<file path="config.mk">
export PLATFORM = sky130hd
export DESIGN_NAME = decode_stage
export DESIGN_NICKNAME = d
export VERILOG_FILES = /design/src/rtl/cpu_pkg.sv /design/src/rtl/decode_stage_scoreboard.sv /design/src/rtl/decode_stage.sv
export SDC_FILE = /design/constraint.sdc
export NUM_CORES = 1
export LEC_CHECK = 0
export ABC_CLOCK_PERIOD_IN_PS = 1970
export BUFFER_PORTS_ARGS = -buffer_cell sky130_fd_sc_hd__buf_2
export CORE_ASPECT_RATIO = 2
export CORE_MARGIN = 2
export CORE_UTILIZATION = 43
export CTS_BUF_LIST = sky130_fd_sc_hd__clkbuf_16
export CTS_CLUSTER_DIAMETER = 100
export CTS_CLUSTER_SIZE = 10
export DETAILED_ROUTE_END_ITERATION = 12
export HOLD_SLACK_MARGIN = 0.02
export PLACE_DENSITY_LB_ADDON = 0.05
export SYNTH_ARGS = -nofsm -noshare
export SYNTH_HDL_FRONTEND = slang
export SYNTH_SLANG_ARGS = --single-unit
</file>
<file path="constraint.sdc">
create_clock -name clk -period 1.97 [get_ports clk]
set_input_delay 0.0985 -clock clk [delete_from_list [all_inputs] [get_ports clk]]
set_output_delay 0.0985 -clock clk [all_outputs]
set_load 0.02 [all_outputs]
</file>
<file path="src/rtl/cpu_pkg.sv">
// Shared CPU definitions: opcodes, instruction field positions, formats.
package cpu_pkg;

   localparam int unsigned REG_ADDR_W = 3;

   // Instruction field LSB positions
   localparam int unsigned OPC_LSB = 12;
   localparam int unsigned RD_LSB  = 9;
   localparam int unsigned RS1_LSB = 6;
   localparam int unsigned RS2_LSB = 3;
   localparam int unsigned IMM_W   = 6;

   localparam logic [3:0] OP_NOP  = 4'd0;
   localparam logic [3:0] OP_ADD  = 4'd1;
   localparam logic [3:0] OP_SUB  = 4'd2;
   localparam logic [3:0] OP_AND  = 4'd3;
   localparam logic [3:0] OP_OR   = 4'd4;
   localparam logic [3:0] OP_ADDI = 4'd5;
   localparam logic [3:0] OP_LD   = 4'd6;
   localparam logic [3:0] OP_BEQ  = 4'd7;

   typedef enum logic [1:0] {FMT_R, FMT_I, FMT_B} instr_fmt_e;

   // NOP and illegal opcodes fall into FMT_R; their reads are masked elsewhere.
   function automatic instr_fmt_e fmt_of(input logic [3:0] op);
      case (op)
         OP_ADDI, OP_LD: fmt_of = FMT_I;
         OP_BEQ:         fmt_of = FMT_B;
         default:        fmt_of = FMT_R;
      endcase
   endfunction

endpackage

</file>
<file path="src/rtl/decode_stage_scoreboard.sv">
// Pending-write scoreboard: one bit per architectural register.
module decode_stage_scoreboard
   import cpu_pkg::*;
#(
   parameter int unsigned NREGS = 8
) (
   input  logic                  clk,
   input  logic                  reset,
   input  logic                  set_en,
   input  logic [REG_ADDR_W-1:0] set_addr,
   input  logic                  clr_en,
   input  logic [REG_ADDR_W-1:0] clr_addr,
   input  logic [REG_ADDR_W-1:0] addr_a,
   input  logic [REG_ADDR_W-1:0] addr_b,
   output logic                  pend_a,
   output logic                  pend_b
);

   logic [NREGS-1:0] pending_q, pending_d;

   // Clear first, then set, so a same-cycle issue wins over writeback
   always_comb begin
      pending_d = pending_q;
      if (clr_en) pending_d[clr_addr] = 1'b0;
      if (set_en) pending_d[set_addr] = 1'b1;
   end

   // Pending state, synchronous active-low reset
   always_ff @(posedge clk) begin
      if (!reset) pending_q <= '0;
      else        pending_q <= pending_d;
   end

   assign pend_a = pending_q[addr_a];
   assign pend_b = pending_q[addr_b];

endmodule

</file>
<file path="src/rtl/decode_stage.sv">
// Instruction decode stage: register read addressing, RAW hazard stall,
// and the ID/EX pipeline register.
module decode_stage
   import cpu_pkg::*;
#(
   parameter int unsigned WIDTH = 16,
   parameter int unsigned NREGS = 8
) (
   input  logic                  clk,
   input  logic                  reset,
   input  logic                  if_valid,
   input  logic [15:0]           if_instr,
   input  logic [15:0]           if_pc,
   output logic                  if_ready,
   output logic [REG_ADDR_W-1:0] rf_ra,
   output logic [REG_ADDR_W-1:0] rf_rb,
   input  logic [WIDTH-1:0]      rf_a,
   input  logic [WIDTH-1:0]      rf_b,
   input  logic                  wb_valid,
   input  logic [REG_ADDR_W-1:0] wb_addr,
   output logic                  id_valid,
   input  logic                  ex_ready,
   output logic [3:0]            id_opcode,
   output logic [REG_ADDR_W-1:0] id_rd,
   output logic [WIDTH-1:0]      id_op_a,
   output logic [WIDTH-1:0]      id_op_b,
   output logic [15:0]           id_pc,
   output logic                  id_illegal,
   output logic [15:0]           stall_cnt
);

   logic [3:0]            opcode;
   logic [REG_ADDR_W-1:0] rd, rs1, rs2;
   instr_fmt_e            fmt;
   logic                  illegal, reads_a, reads_b, writes_rd;
   logic                  pend_a, pend_b, hazard, out_free, accept;
   logic [WIDTH-1:0]      op_a_val, op_b_val, imm_ext;

   logic                  valid_q, illegal_q;
   logic [3:0]            opcode_q;
   logic [REG_ADDR_W-1:0] rd_q;
   logic [WIDTH-1:0]      op_a_q, op_b_q;
   logic [15:0]           pc_q, stall_q;

   assign opcode  = if_instr[OPC_LSB +: 4];
   assign rd      = if_instr[RD_LSB +: REG_ADDR_W];
   assign rs1     = if_instr[RS1_LSB +: REG_ADDR_W];
   assign rs2     = if_instr[RS2_LSB +: REG_ADDR_W];
   assign imm_ext = {{(WIDTH-IMM_W){if_instr[IMM_W-1]}}, if_instr[IMM_W-1:0]};

   // Field decode: which sources are read and whether rd is written
   always_comb begin
      fmt       = fmt_of(opcode);
      illegal   = opcode[3];
      reads_a   = !illegal && (opcode != OP_NOP);
      reads_b   = !illegal && ((fmt == FMT_B) || ((fmt == FMT_R) && (opcode != OP_NOP)));
      writes_rd = !illegal && (opcode != OP_NOP) && (opcode != OP_BEQ);
   end

   assign rf_ra = rs1;
   assign rf_rb = (fmt == FMT_B) ? rd : rs2;

   decode_stage_scoreboard #(
      .NREGS (NREGS)
   ) u_scoreboard (
      .clk      (clk),
      .reset    (reset),
      .set_en   (accept && writes_rd && (rd != '0)),
      .set_addr (rd),
      .clr_en   (wb_valid),
      .clr_addr (wb_addr),
      .addr_a   (rf_ra),
      .addr_b   (rf_rb),
      .pend_a   (pend_a),
      .pend_b   (pend_b)
   );

   // No bypass: a same-cycle writeback still counts as a hazard
   always_comb begin
      hazard   = if_valid && ((reads_a && (rf_ra != '0) && pend_a) ||
                              (reads_b && (rf_rb != '0) && pend_b));
      out_free = !valid_q || ex_ready;
      if_ready = out_free && !hazard;
      accept   = if_valid && if_ready;
      op_a_val = (rf_ra == '0) ? '0 : rf_a;
      if (fmt == FMT_I)       op_b_val = imm_ext;
      else if (rf_rb == '0)   op_b_val = '0;
      else                    op_b_val = rf_b;
   end

   // ID/EX register: load on accept, drain on ex_ready, otherwise hold
   always_ff @(posedge clk) begin
      if (!reset) begin
         valid_q   <= 1'b0;
         illegal_q <= 1'b0;
         opcode_q  <= '0;
         rd_q      <= '0;
         op_a_q    <= '0;
         op_b_q    <= '0;
         pc_q      <= '0;
      end else if (accept) begin
         valid_q   <= 1'b1;
         illegal_q <= illegal;
         opcode_q  <= opcode;
         rd_q      <= rd;
         op_a_q    <= op_a_val;
         op_b_q    <= op_b_val;
         pc_q      <= if_pc;
      end else if (ex_ready) begin
         valid_q   <= 1'b0;
      end
   end

   // Hazard stall counter; backpressure cycles are not counted
   always_ff @(posedge clk) begin
      if (!reset)                                           stall_q <= '0;
      else if (if_valid && hazard && out_free && (stall_q != 16'hFFFF)) stall_q <= stall_q + 16'd1;
   end

   assign id_valid   = valid_q;
   assign id_illegal = illegal_q;
   assign id_opcode  = opcode_q;
   assign id_rd      = rd_q;
   assign id_op_a    = op_a_q;
   assign id_op_b    = op_b_q;
   assign id_pc      = pc_q;
   assign stall_cnt  = stall_q;

endmodule

</file>
==> flow_metrics.py <==
metrics = {
    "run_status": {
        "outcome": "finished, violations left",
        "violations": "negative setup slack",
    },
    "routing": {
        "drt-initial-drc-count": 181,
        "wl_met2_um": 7060,
        "drt_wl_total_um": 12700,
        "vias": 4223,
        "drt_pass1_iterations": 4,
        "met3_length_um": 705,
        "postRouteAntennaNets": 0,
        "vias_per_cell": 5.41,
        "drt-wirelength-per-cell_um": 16.3,
        "drt-met1-wl_um": 4420,
        "drc": 0,
        "highest_layer": "met4",
    },
    "sta": {
        "slew_viol_final": 0,
        "setup_viol": 80,
        "period_needed_ns": 2.35,
        "slew_headroom_pct": 27.3,
        "clock.fmax_ghz": 0.426,
        "fin_worst_skew_ns": 0.00937,
        "period_share_pct": 119,
        "rsz0062_at_grt": "yes",
        "hold_violations": 0,
        "fin_ws_ns": -0.378,
        "worst_pin_slew_ns": 1.09,
    },
    "clock_network": {
        "cts.path.max_buffers": 2,
        "cts_max_level": 3,
        "clk_pin_slew_ns": 0.06,
        "root_buffer": "clkbuf_16",
        "cts_tree": "done",
        "clock_latency_ns": 0.34,
        "cts_buffers": 9,
        "cts.sinks": 79,
    },
    "logic_synthesis": {
        "synth_common_cells": "dfxtp_1, nand2_1, o21ai_0, nand3_1, a21oi_1",
        "synth.most_common_cell": "dfxtp_1",
        "yosysWarnings": 0,
        "synth_ff_type": "dfxtp_1",
        "yosysTopAreaCell": "dfxtp_1",
        "avgSynthCellArea_um2": 8.13,
        "syn_area_um2": 3610,
        "syn_inst": 444,
        "ys_top_cells_by_area": "dfxtp_1, o21ai_0, nand2_1",
        "ys_async_sr_fraction_pct": 0,
        "syn-num-nets": 517,
        "ys_seq_area_share_pct": 43.8,
        "yosysUniqueCellTypes": 47,
        "synth_top_area_share_pct": 43.8,
        "ys_ff_latch": 79,
        "synth-edff-count": 0,
    },
    "place": {
        "place_congestion": 0.845,
        "numPortBuffers": 151,
        "placed_cells": 707,
        "dpl_cell_area_um2": 4770,
        "hpwlAfterDp_um": 8540,
    },
    "final_layout": {
        "drive_above_1_share_pct": 38.6,
        "area_growth_pct": 61.8,
        "final_nets": 749,
        "stdcell_area_um2": 5840,
        "instances_no_fill": 780,
    },
    "pwr": {
        "power_switching_mw": 1.24,
        "intPower_mw": 2.97,
        "p_clk_share_pct": 37.1,
        "powerDensity_nw_per_um2": 719,
        "peakVddDrop_mv": 0.646,
        "leakage_nw": 2.65,
        "pwr-share-seq_pct": 41.3,
        "switching_share_pct": 29.4,
        "pwr-share-comb_pct": 21.6,
    },
    "setup_path": {
        "crit_end": "if_ready",
        "r2r-end": "id_op_b[6]",
        "r2r_slack_ns": -0.35,
        "r2r_cells": 9,
        "crit_arrival_ns": 2.25,
        "cpMostUsedCell": "buf_6",
        "r2r_start": "u_scoreboard.pending_q[7]",
        "critPathMaxStageDelay_ns": 0.52,
        "crit_type": "reg2out",
        "slowest_stage": "mux4_2",
        "cp-start-kind": "flop",
        "crit_required_ns": 1.87,
        "critPathLaunch": "u_scoreboard.pending_q[7]",
        "crit_chain": "mux2_2, mux4_2, o21ai_2, o221ai_4, buf_6, nand3_2, and2_4, buf_6",
        "cp.depth": 8,
        "worst_setup_path_end_kind": "primary output",
        "crit_family": "multiplexers",
        "crit_buf_inv": 2,
        "critPathMaxFanout": 2,
    },
    "floorplan": {
        "start_util_pct": 43.9,
        "die_h_um": 134,
        "coreArea_um2": 8230,
        "die_x_um": 68.8,
        "row_count": 47,
        "ios": 152,
        "die_area_um2": 9190,
    },
    "global_route": {
        "overflow": 0,
        "antenna_found_initial": 1,
        "grt_usage_pct": 27.2,
        "grt_pass1_vias": 4076,
        "grt_first_pass_wirelength_um": 18900,
        "grt_max_degree": 78,
    },
    "hold_path": {
        "hold_path.class": "in2reg",
    },
    "run": {
        "cap_violations": 0,
    },
}
worst min-delay path by stage:
stage / from / end / slack, ns / depth (start not counted)
3_5_place_dp: if_pc[3] / id_pc[3] / 0.32 / 3
3_3_place_gp: if_pc[4] / id_pc[4] / 0.31 / 3
5_1_grt: rf_b[12] / id_op_b[12] / 0.05 / 3
4_1_cts: rf_b[12] / id_op_b[12] / 0.03 / 3
6_report: rf_b[12] / id_op_b[12] / 0.05 / 3
2_1_floorplan: if_instr[9] / u_scoreboard.pending_q[2] / 0.20 / 1
metrics by stage:
| step | power [mW] | setup slack [ns] | setup TNS, ns | hold WS (ns) | util, % |
|---|---|---|---|---|---|
| after detailed placement | 2.47 | -0.386 | -23.37 | 0.319 | 57.9 |
| after global routing | 4.36 | -0.444 | -27.52 | 0.0531 | 71.0 |
| final | 4.20 | -0.378 | -20.77 | 0.0514 | 71.0 |
| after global placement | 2.46 | -0.270 | -14.82 | 0.312 | 57.9 |
| after CTS | 4.15 | -0.357 | -20.91 | 0.0302 | 68.6 |
| after floorplan | 2.16 | -0.119 | -2.33 | 0.201 | - |
sequential cells by signal (all words and copies together) (netlist names):
register                flops
id_pc                      16
id_op_b                    16
id_illegal                  1
stall_cnt                  16
id_valid                    1
id_opcode                   3
u_scoreboard.pending_q      7
id_op_a                    16
id_rd                       3
kinds of logic (layout without fill, tap and decap cells):
kind of cell	count (synthesis)	in the layout	synth area share [%]
buffers and inverters	41	277	5.34
xor gates and xnor gates	1	1	0.243
DFF	79	79	43.8
muxes	18	18	5.61
adders and majority gates	1	1	0.346
AOI/OAI and AO/OA	119	120	18.9
other	0	1	0
and+or+nand+nor	185	185	25.7
power by group through the flow:
stage	sequential (mW)	combinational [mW]	clock (mW)
finish	1.74	0.906	1.56
global placement	1.77	0.691	0
global route	1.74	0.972	1.64
floorplan	1.87	0.285	0
CTS	1.73	0.827	1.59
detailed placement	1.77	0.700	0
routing by layer:
layer	GRT usage [%]	up-vias
met5	0	-
met4	14.7	0
met3	6.93	37
met2	48.1	153
met1	27.5	1980
li1	-	2053
cell type report:
cell class	count	area (um^2)
clock inverter	7	56.3
inverter	3	11.3
timing repair buffer	258	1850
sequential	79	1580
multi-input combinational	325	1990
antenna	1	2.50
fill	662	2390
tap	98	123
clock buffer	9	225
tightest hold or removal path: stages:
cell and delay (ns):
buf_2 0.11, nand2_1 0.07, a21oi_2 0.06
placed cells by master (no fill, tap or decap), types with 4 or more instances in the layout:
cell,Yosys,final
clkbuf_16,0,11
a22oi_1,5,5
nand3_2,0,4
or3_1,5,5
nand4_1,5,5
a21oi_1,23,16
nor2_1,8,8
o211ai_1,6,6
nand2b_1,17,17
buf_6,0,9
buf_2,10,150
nand2_1,71,70
dlygate4sd3_1,0,42
dfxtp_1,79,77
a21oi_2,1,7
mux2i_1,12,12
o21ai_0,70,23
nor3_1,7,7
buf_4,6,46
and3_1,4,4
buf_12,0,6
o21ai_1,0,43
nand3_1,50,45
repair_timing:
item,CTS,global route
setup endpoints to repair,80,80
hold endpoints to repair,42,0
gates cloned,2,5
hold buffers,42,0
buffers inserted,4,4
gates resized for setup,32,61
pin swaps,5,5
Power figures use the tool's default switching activity.
